`src/rtl/quadrature_decoder_if.sv`:
```
// Quadrature decoder signal bundle: encoder phases and clear in, step/direction/error out.
interface quadrature_decoder_if #(
    parameter int unsigned ErrWidth = 8
);
    logic                phaseA;
    logic                phaseB;
    logic                clrErr;
    logic                step;
    logic                upDown;
    logic                errPulse;
    logic [ErrWidth-1:0] errCount;

    // Encoder/consumer side: drives phases and clear, observes decoder outputs.
    modport master (
        output phaseA, phaseB, clrErr,
        input  step, upDown, errPulse, errCount
    );

    // Decoder side.
    modport slave (
        input  phaseA, phaseB, clrErr,
        output step, upDown, errPulse, errCount
    );
endinterface

```
`src/rtl/quadrature_decoder.sv`:
```
// Quadrature decoder: synchronizes and glitch-filters two encoder phases,
// decodes Gray-code moves into a step pulse plus direction, and flags and
// counts (saturating) illegal double transitions.
module quadrature_decoder #(
    parameter int unsigned FilterLen = 4,
    parameter int unsigned ErrWidth  = 8
) (
    input logic                 clk,
    input logic                 rst,
    quadrature_decoder_if.slave bus
);

    localparam int unsigned CntW    = $clog2(FilterLen + 1);
    localparam int unsigned SettleW = $clog2(FilterLen + 2);

    localparam logic [CntW-1:0]    FiltLast   = CntW'(FilterLen - 1);
    localparam logic [SettleW-1:0] SettleLast = SettleW'(FilterLen + 1);

    typedef enum logic [1:0] {
        ST_RESET  = 2'd0,
        ST_SETTLE = 2'd1,
        ST_RUN    = 2'd2
    } state_e;

    state_e               state_q, state_d;
    logic [SettleW-1:0]   settle_q, settle_d;

    // Phase vectors are packed as {A, B}.
    logic [1:0]           sync1_q, sync2_q;
    logic [1:0]           filt_q, filt_d;
    logic [1:0]           prev_q, prev_d;
    logic [1:0][CntW-1:0] fcnt_q, fcnt_d;
    logic [1:0]           chg;

    logic                 step_q, step_d;
    logic                 upDown_q, upDown_d;
    logic                 errPulse_q, errPulse_d;
    logic [ErrWidth-1:0]  errCount_q, errCount_d;

    // FSM state register.
    always_ff @(posedge clk or negedge rst) begin
        if (!rst) begin
            state_q  <= ST_RESET;
            settle_q <= '0;
        end else begin
            state_q  <= state_d;
            settle_q <= settle_d;
        end
    end

    // FSM next state: RESET -> SETTLE for FilterLen+2 edges -> RUN.
    always_comb begin
        state_d  = state_q;
        settle_d = settle_q;
        unique case (state_q)
            ST_RESET: begin
                state_d  = ST_SETTLE;
                settle_d = '0;
            end
            ST_SETTLE: begin
                if (settle_q == SettleLast) begin
                    state_d = ST_RUN;
                end else begin
                    settle_d = settle_q + 1'b1;
                end
            end
            ST_RUN: begin
                state_d = ST_RUN;
            end
            default: begin
                state_d = ST_RESET;
            end
        endcase
    end

    assign chg = filt_q ^ prev_q;

    // Output/datapath next values: filtering, transition decode, error count.
    always_comb begin
        filt_d     = filt_q;
        prev_d     = prev_q;
        fcnt_d     = fcnt_q;
        step_d     = 1'b0;
        upDown_d   = upDown_q;
        errPulse_d = 1'b0;
        errCount_d = errCount_q;

        if (state_q != ST_RUN) begin
            // Silently track the encoder so RUN starts from its current position.
            filt_d = sync2_q;
            prev_d = filt_q;
            fcnt_d = '0;
        end else begin
            prev_d = filt_q;
            for (int unsigned i = 0; i < 2; i++) begin
                if (sync2_q[i] != filt_q[i]) begin
                    if (fcnt_q[i] == FiltLast) begin
                        filt_d[i] = sync2_q[i];
                        fcnt_d[i] = '0;
                    end else begin
                        fcnt_d[i] = fcnt_q[i] + 1'b1;
                    end
                end else begin
                    fcnt_d[i] = '0;
                end
            end
            unique case (chg)
                2'b01, 2'b10: begin
                    step_d   = 1'b1;
                    // Single-bit Gray move: new A differing from old B means up.
                    upDown_d = filt_q[1] ^ prev_q[0];
                end
                2'b11: begin
                    errPulse_d = 1'b1;
                end
                default: begin
                    step_d = 1'b0;
                end
            endcase
        end

        if (bus.clrErr) begin
            errCount_d = '0;
        end else if (errPulse_d && (errCount_q != '1)) begin
            errCount_d = errCount_q + 1'b1;
        end
    end

    // Datapath registers: synchronizers, filters, previous position, outputs.
    always_ff @(posedge clk or negedge rst) begin
        if (!rst) begin
            sync1_q    <= '0;
            sync2_q    <= '0;
            filt_q     <= '0;
            prev_q     <= '0;
            fcnt_q     <= '0;
            step_q     <= 1'b0;
            upDown_q   <= 1'b0;
            errPulse_q <= 1'b0;
            errCount_q <= '0;
        end else begin
            sync1_q    <= {bus.phaseA, bus.phaseB};
            sync2_q    <= sync1_q;
            filt_q     <= filt_d;
            prev_q     <= prev_d;
            fcnt_q     <= fcnt_d;
            step_q     <= step_d;
            upDown_q   <= upDown_d;
            errPulse_q <= errPulse_d;
            errCount_q <= errCount_d;
        end
    end

    assign bus.step     = step_q;
    assign bus.upDown   = upDown_q;
    assign bus.errPulse = errPulse_q;
    assign bus.errCount = errCount_q;

endmodule
```
`src/flat_wrapper.sv`:
```
// flat-port wrapper written by rule: the top's interface ports become plain ports
module quadrature_decoder_flat 
#(
    parameter int unsigned FilterLen = 4,
    parameter int unsigned ErrWidth  = 8
)
  (clk, rst, bus_phaseA, bus_phaseB, bus_clrErr, bus_step, bus_upDown, bus_errPulse, bus_errCount);
  quadrature_decoder_if #(.ErrWidth(ErrWidth)) bus_i ();
  input logic clk;
  input logic rst;
  input wire logic [$bits(bus_i.phaseA)-1:0] bus_phaseA;
  input wire logic [$bits(bus_i.phaseB)-1:0] bus_phaseB;
  input wire logic [$bits(bus_i.clrErr)-1:0] bus_clrErr;
  output wire logic [$bits(bus_i.step)-1:0] bus_step;
  output wire logic [$bits(bus_i.upDown)-1:0] bus_upDown;
  output wire logic [$bits(bus_i.errPulse)-1:0] bus_errPulse;
  output wire logic [$bits(bus_i.errCount)-1:0] bus_errCount;
  assign bus_i.phaseA = bus_phaseA;
  assign bus_i.phaseB = bus_phaseB;
  assign bus_i.clrErr = bus_clrErr;
  assign bus_step = bus_i.step;
  assign bus_upDown = bus_i.upDown;
  assign bus_errPulse = bus_i.errPulse;
  assign bus_errCount = bus_i.errCount;
  quadrature_decoder #(.FilterLen(FilterLen), .ErrWidth(ErrWidth)) u_core (.clk(clk), .rst(rst), .bus(bus_i));
endmodule
```
`config.mk`:
```
export PLATFORM = sky130hd
export DESIGN_NAME = quadrature_decoder_flat
export DESIGN_NICKNAME = d
export VERILOG_FILES = /design/src/rtl/quadrature_decoder_if.sv /design/src/rtl/quadrature_decoder.sv /design/src/flat_wrapper.sv
export SDC_FILE = /design/constraint.sdc
export NUM_CORES = 1
export LEC_CHECK = 0
export BUFFER_PORTS_ARGS = -buffer_cell sky130_fd_sc_hd__buf_4
export CAP_MARGIN = 20
export CORE_MARGIN = 5
export CORE_UTILIZATION = 25
export DETAILED_ROUTE_END_ITERATION = 8
export PLACE_DENSITY_LB_ADDON = 0.25
export SLEW_MARGIN = 20
export SYNTH_ARGS = -nofsm -noshare
export SYNTH_HDL_FRONTEND = slang
export SYNTH_SLANG_ARGS = --single-unit
```
`constraint.sdc`:
```
create_clock -name clk -period 3.3 [get_ports clk]
set_input_delay 0.33 -clock clk [delete_from_list [all_inputs] [get_ports clk]]
set_output_delay 0.33 -clock clk [all_outputs]
set_load 0.03 [all_outputs]
```
; After elaboration in Yosys (flattened, before gate mapping)
; Cells that the tools add are included.
[word_totals]
register_bits = 30
output_inout_bits = 11
[classes]
n_eq_ne = 14
muxes = 20
addsub = 4
n_bitwise = 3
n_reduce_logical = 13
[op_table]
columns = cell, n
row1 = two-way mux 8 bit, 2
row2 = two-way mux 3 bit, 5
row3 = nonzero test 2 bit, 6
row4 = "adder 3 x 1 -> 3 bit, second input constant", 3
row5 = "adder 8 x 1 -> 8 bit, second input constant", 1
row6 = two-way mux 1 bit, 8
row7 = "!= test 8 bit, second input constant", 1
row8 = AND reduction 2 bit, 4
row9 = "equality test 2 bit, second input constant", 3
row10 = "equality test 3 x 2 -> 1 bit, second input constant", 2
row11 = two-way mux 6 bit, 1
row12 = case mux 2 bit (3 select lines), 1
row13 = case mux 3 bit (2 select lines), 1
row14 = "equality test 2 x 1 -> 1 bit, second input constant", 2
row15 = two-way mux 2 bit, 2
row16 = "!= test 2 bit, second input constant", 2
row17 = "equality test 3 bit, second input constant", 1
row18 = logical NOT 2 bit, 1
row19 = != test 1 bit, 2
row20 = "!= test 2 x 1 -> 1 bit, second input constant", 1
row21 = OR reduction 2 bit, 1
row22 = bitwise XOR 2 bit, 1
row23 = logical AND 1 bit, 1
row24 = NOT 1 bit, 1
row25 = bitwise XOR 1 bit, 1

; Logic depth before layout (Yosys ltp)
[logic_depth]
word_depth = 7
depth_mapped = 6
mapped_depth_nobuf = 5

; Worst setup path before layout
; OpenSTA, ideal clock, no wires.
[synth_timing]
path_type = reg2reg
startpoint = reg u_core.errCount_q[0] (netlist: u_core.bus.errCount[0])
endpoint = reg u_core.errCount_q[0] (netlist: u_core.bus.errCount[0])
setup_slack_ns = 1.706
arrival_time_ns = 1.468
path_stages_with_launch = 5
setup_time_ns = 0.125
synth_period_minus_slack_ns = 1.594
path_buffers = 0
cell_sequence = dfrtp_1 > ha_1 > and3_2 > a21boi_2 > mux2_4
[synth_via]
elab_chain_len = 3
word_cells_on_any_way = 6
cone_classes = add/sub (1) / eq/ne (1) / mux (2) / reduce/logical (2)
[synth_rtl]
columns = item, line
row1 = start: declaration, quadrature_decoder.sv:38  ; logic [ErrWidth-1:0] errCount_q, errCount_d;
row2 = start signal: assignment, quadrature_decoder.sv:150  ; errCount_q <= errCount_d;
row3 = adder 8 x 1 -> 8 bit or != test 8 bit (tied branches), "quadrature_decoder.sv:125, quadrature_decoder.sv:124"
row4 = two-way mux 8 bit or logical AND 1 bit (tied branches), quadrature_decoder.sv:124  ; end else if (errPulse_d && (errCount_q != '1)) begin
row5 = two-way mux 8 bit or nonzero test 2 bit (tied branches), n/a
; Several ways; a longest one is shown, not always the timed one. The select of a mux whose other input is x is not followed.
; A chain may end at the register's enable or synchronous reset.

; Worst setup path after layout
[layout_timing]
startpoint = reg u_core.state_q[0]
endpoint = reg u_core.errCount_q[0] (netlist: u_core.bus.errCount[0])
[layout_via]
elab_chain_len = 4
[layout_rtl]
columns = item, line
row1 = start: declaration, quadrature_decoder.sv:25  ; state_e state_q, state_d;
row2 = start signal: assignment, quadrature_decoder.sv:46  ; state_q <= state_d;
row3 = != test 2 bit, quadrature_decoder.sv:88  ; if (state_q != ST_RUN) begin
row4 = two-way mux 1 bit, quadrature_decoder.sv:88
row5 = via u_core.errPulse_d, quadrature_decoder.sv:37  ; logic errPulse_q, errPulse_d;
row6 = logical AND 1 bit, quadrature_decoder.sv:124
row7 = nonzero test 2 bit (no line), n/a
; The timed path passes the listed nets, and every way through them passes these cells.

==> flow_summary.toml <==
[grt]
grt_pass1_wl_microns = 4609
grt_max_degree = 31
gr-usage-met2_pct = 12.38
gr-usage-met1_pct = 9.862
met3_usage_pct = 3.042
grt_pass1_vias = 995
busiest_layer = "met2"
grt_overflow = 0
grtUsageTotal_pct = 8.102
antenna_found_initial = 0

[clock_tree]
cts_resized = 0
clock_latency_ns = 0.28
post_cts_buffers = 0
clock_sinks = 30
cts.clk_slew.worst_paths_ns = 0.07
cts_buffers = 5
cts_max_path_buffers = 2
root_buffer = "clkbuf_8"
h-tree-depth = 2
tritoncts = "done"

[setup_path]
regToRegSetupSlack_ns = 1.59
start_kind = "register"
worst_path_max_delay_cell = "dfrtp_1"
crit_type = "register to register"
cp.required_ns = 3.46
crit_chain = "inv_1 -> ha_1 -> and2_1 -> a21boi_2 -> mux2_4"
arrival_ns = 1.87
reg2reg_depth = 5
end_kind = "register"
slowest_delay_ns = 0.38
r2r_start = "u_core.state_q[0]"
crit_fanout = 12
timing.rr.end = "u_core.bus.errCount[0]"

[yosys]
syn_inst = 120
synth_flop_cell = "dfrtp_1"
ys_types = 38
ys_seq_area_share_pct = 53.86
syn_area_per_cell_sq_um = 11.62
syn_area_sq_um = 1394
synth_edf_count = 0
async_flop_share_pct = 100.0
syn-num-nets = 134
ys.warnings.count = 0
ys_seq_elements = 30

[die]
die_h_microns = 84.67
fp.dieW_microns = 84.67
io_pins = 16
design.die.area_sq_um = 7169
rows = 27
core_area_sq_um = 5473
initial_core_util_pct = 25.47

[power_and_ir_drop]
power_leakage_nw = 0.7558
powerDensity_nw_per_um2 = 691.2
ir_worst_vdd_mv = 0.1639
total_power_mw = 1.170

[sta]
clock.fmax_mhz = 584.7
setup_viol = 0
finalCritPeriodShare_pct = 51.82
setup_tns_ns = 0
tightestPinTransition_ns = 0.3969
skew_ns = 0.008340
period_minus_slack_ns = 1.710
hold_viol = 0
rsz0062_at_grt = "false"
slew_violations = 0
slew_headroom_pct = 73.54

[place]
gp_congestion = 0.7255
placed_cell_area_sq_um = 1588
port_buffers = 15
dp.cells = 205
hpwl_microns = 1877

[hold_path]
holdPathEnd = "u_core.sync1_q[1]"
min_from = "bus_phaseA"
hp-class = "primary input to register"
whs_path_depth = 1

[finish]
layout-drive-gt1-share_pct = 21.13
final_cell_area_sq_um = 1693
nFillCells = 564
fin_cells = 214
syn2layout_area_growth_pct = 21.45
finalNetCount = 155
diodes = 0

[drt]
vias = 971
wl_microns = 2628
dr.pass1.iters = 4
routedWlPerCell_microns = 12.28
drt-initial-drc-count = 33
route.detailed.drc = 0
ant_nets = 0
vias_per_cell = 4.537

[flow_run]
cap_violations = 0

[run_status]
status = "finished, final reports clean"
-- sequential cells by signal (all words and copies together) (netlist names) --
name	cells
u_core.bus.errCount	8
u_core.bus.upDown	1
u_core.bus.errPulse	1
u_core.bus.step	1
u_core.sync2_q	2
u_core.state_q	2
u_core.sync1_q	2
u_core.prev_q	2
u_core.fcnt_q	6
u_core.settle_q	3
u_core.filt_q	2
-- cell usage after synthesis (2+ instances only) --
library cell	number	area (sq um)
ha_1	9	112.6
nand2_1	4	15.01
or2b_1	2	15.01
inv_1	6	22.52
a31oi_1	4	25.02
nor2b_1	5	31.28
nand4_1	2	12.51
nand2b_1	3	18.77
a211oi_1	2	15.01
nor4_1	3	18.77
xor2_1	5	43.79
dfrtp_1	30	750.7
mux2_2	3	33.78
nor3b_1	3	22.52
nor3_1	6	30.03
nor2_1	4	15.01
and2_1	2	12.51
nand3_1	2	10.01
mux2i_1	2	20.02
a21oi_1	3	15.01
and3_1	3	18.77
-- critical path: cells and delay by family, from the launching register on --
kind	cells	cell delay, ns
compound gates	1	0.23
mux	1	0.31
fa+ha+maj	1	0.37
flops	1	0.38
buf+inv	1	0.10
simple gates	1	0.19
-- final cells by class --
class	count	area [sq um]	share of cell area, %
Sequential cell	30	750.7	44.35
Multi-Input combinational cell	82	611.8	36.14
Timing Repair Buffer	16	122.6	7.243
Tap cell	72	90.09	5.322
Clock buffer	6	82.58	4.878
Inverter	6	22.52	1.330
Clock inverter	2	12.51	0.7391
-- cells in the final DEF (no fill, tap or decap), drive strengths merged, types with 3 or more instances in the layout --
master,count
nand2,4
and3,4
clkbuf,6
nor4,3
nor3,6
ha,9
nor2b,5
a21oi,3
buf,15
nand2b,3
dfrtp,30
inv,6
nor3b,3
nor2,4
xor2,5
mux2,4
a31oi,4
-- stage by stage --
stage / utilization, % / hold slack (ns) / setup WS (ns)
after detailed placement: 29.01 / 0.2929 / 1.586
final: 30.93 / 0.1559 / 1.590
after floorplan: - / 0.03441 / 1.706
after global placement: 29.01 / 0.2859 / 1.682
after CTS: 30.93 / 0.1413 / 1.558
after global routing: 30.93 / 0.1438 / 1.457
-- repair_timing --
item,CTS,global route
hold buffers,1,0
hold endpoints to repair,30,0
setup endpoints to repair,0,0
-- where the power goes --
group	leakage, nW	switching (mW)	total [mW]	internal, mW
Sequential	0.373	0.0558	0.502	0.446
Clock	0.0472	0.139	0.306	0.167
Combinational	0.335	0.192	0.362	0.171
Total	0.756	0.386	1.17	0.784
-- metal layers --
layer  routed length [microns]  vias up
met2                      1238       28
li1                          -      469
met1                      1190      466
met3                       143        8
met4                        56        0
met5                         0        -
-- logic make-up (layout without fill, tap and decap cells) --
group                      count (synthesis)  in the layout  share of synthesized area, %
adders and majority gates                  9              9                         8.079
AOI/OAI and AO/OA                         16             16                         7.629
xor gates and xnor gates                   6              6                         3.770
and+or+nand+nor                           45             45                         19.48
muxes                                      6              6                         4.937
buffers and inverters                      8             30                         2.243
DFF                                       30             30                         53.86
-- worst max-delay path by stage --
stage                           start                      to  slack, ns
2_1_floorplan  u_core.bus.errCount[0]  u_core.bus.errCount[0]       1.71
3_3_place_gp        u_core.state_q[0]  u_core.bus.errCount[0]       1.68
3_5_place_dp        u_core.state_q[0]  u_core.bus.errCount[0]       1.59
4_1_cts             u_core.state_q[0]  u_core.bus.errCount[0]       1.56
5_1_grt             u_core.state_q[0]  u_core.bus.errCount[0]       1.46
6_report            u_core.state_q[0]  u_core.bus.errCount[0]       1.59
No activity file was read; power rests on OpenSTA's default activity.
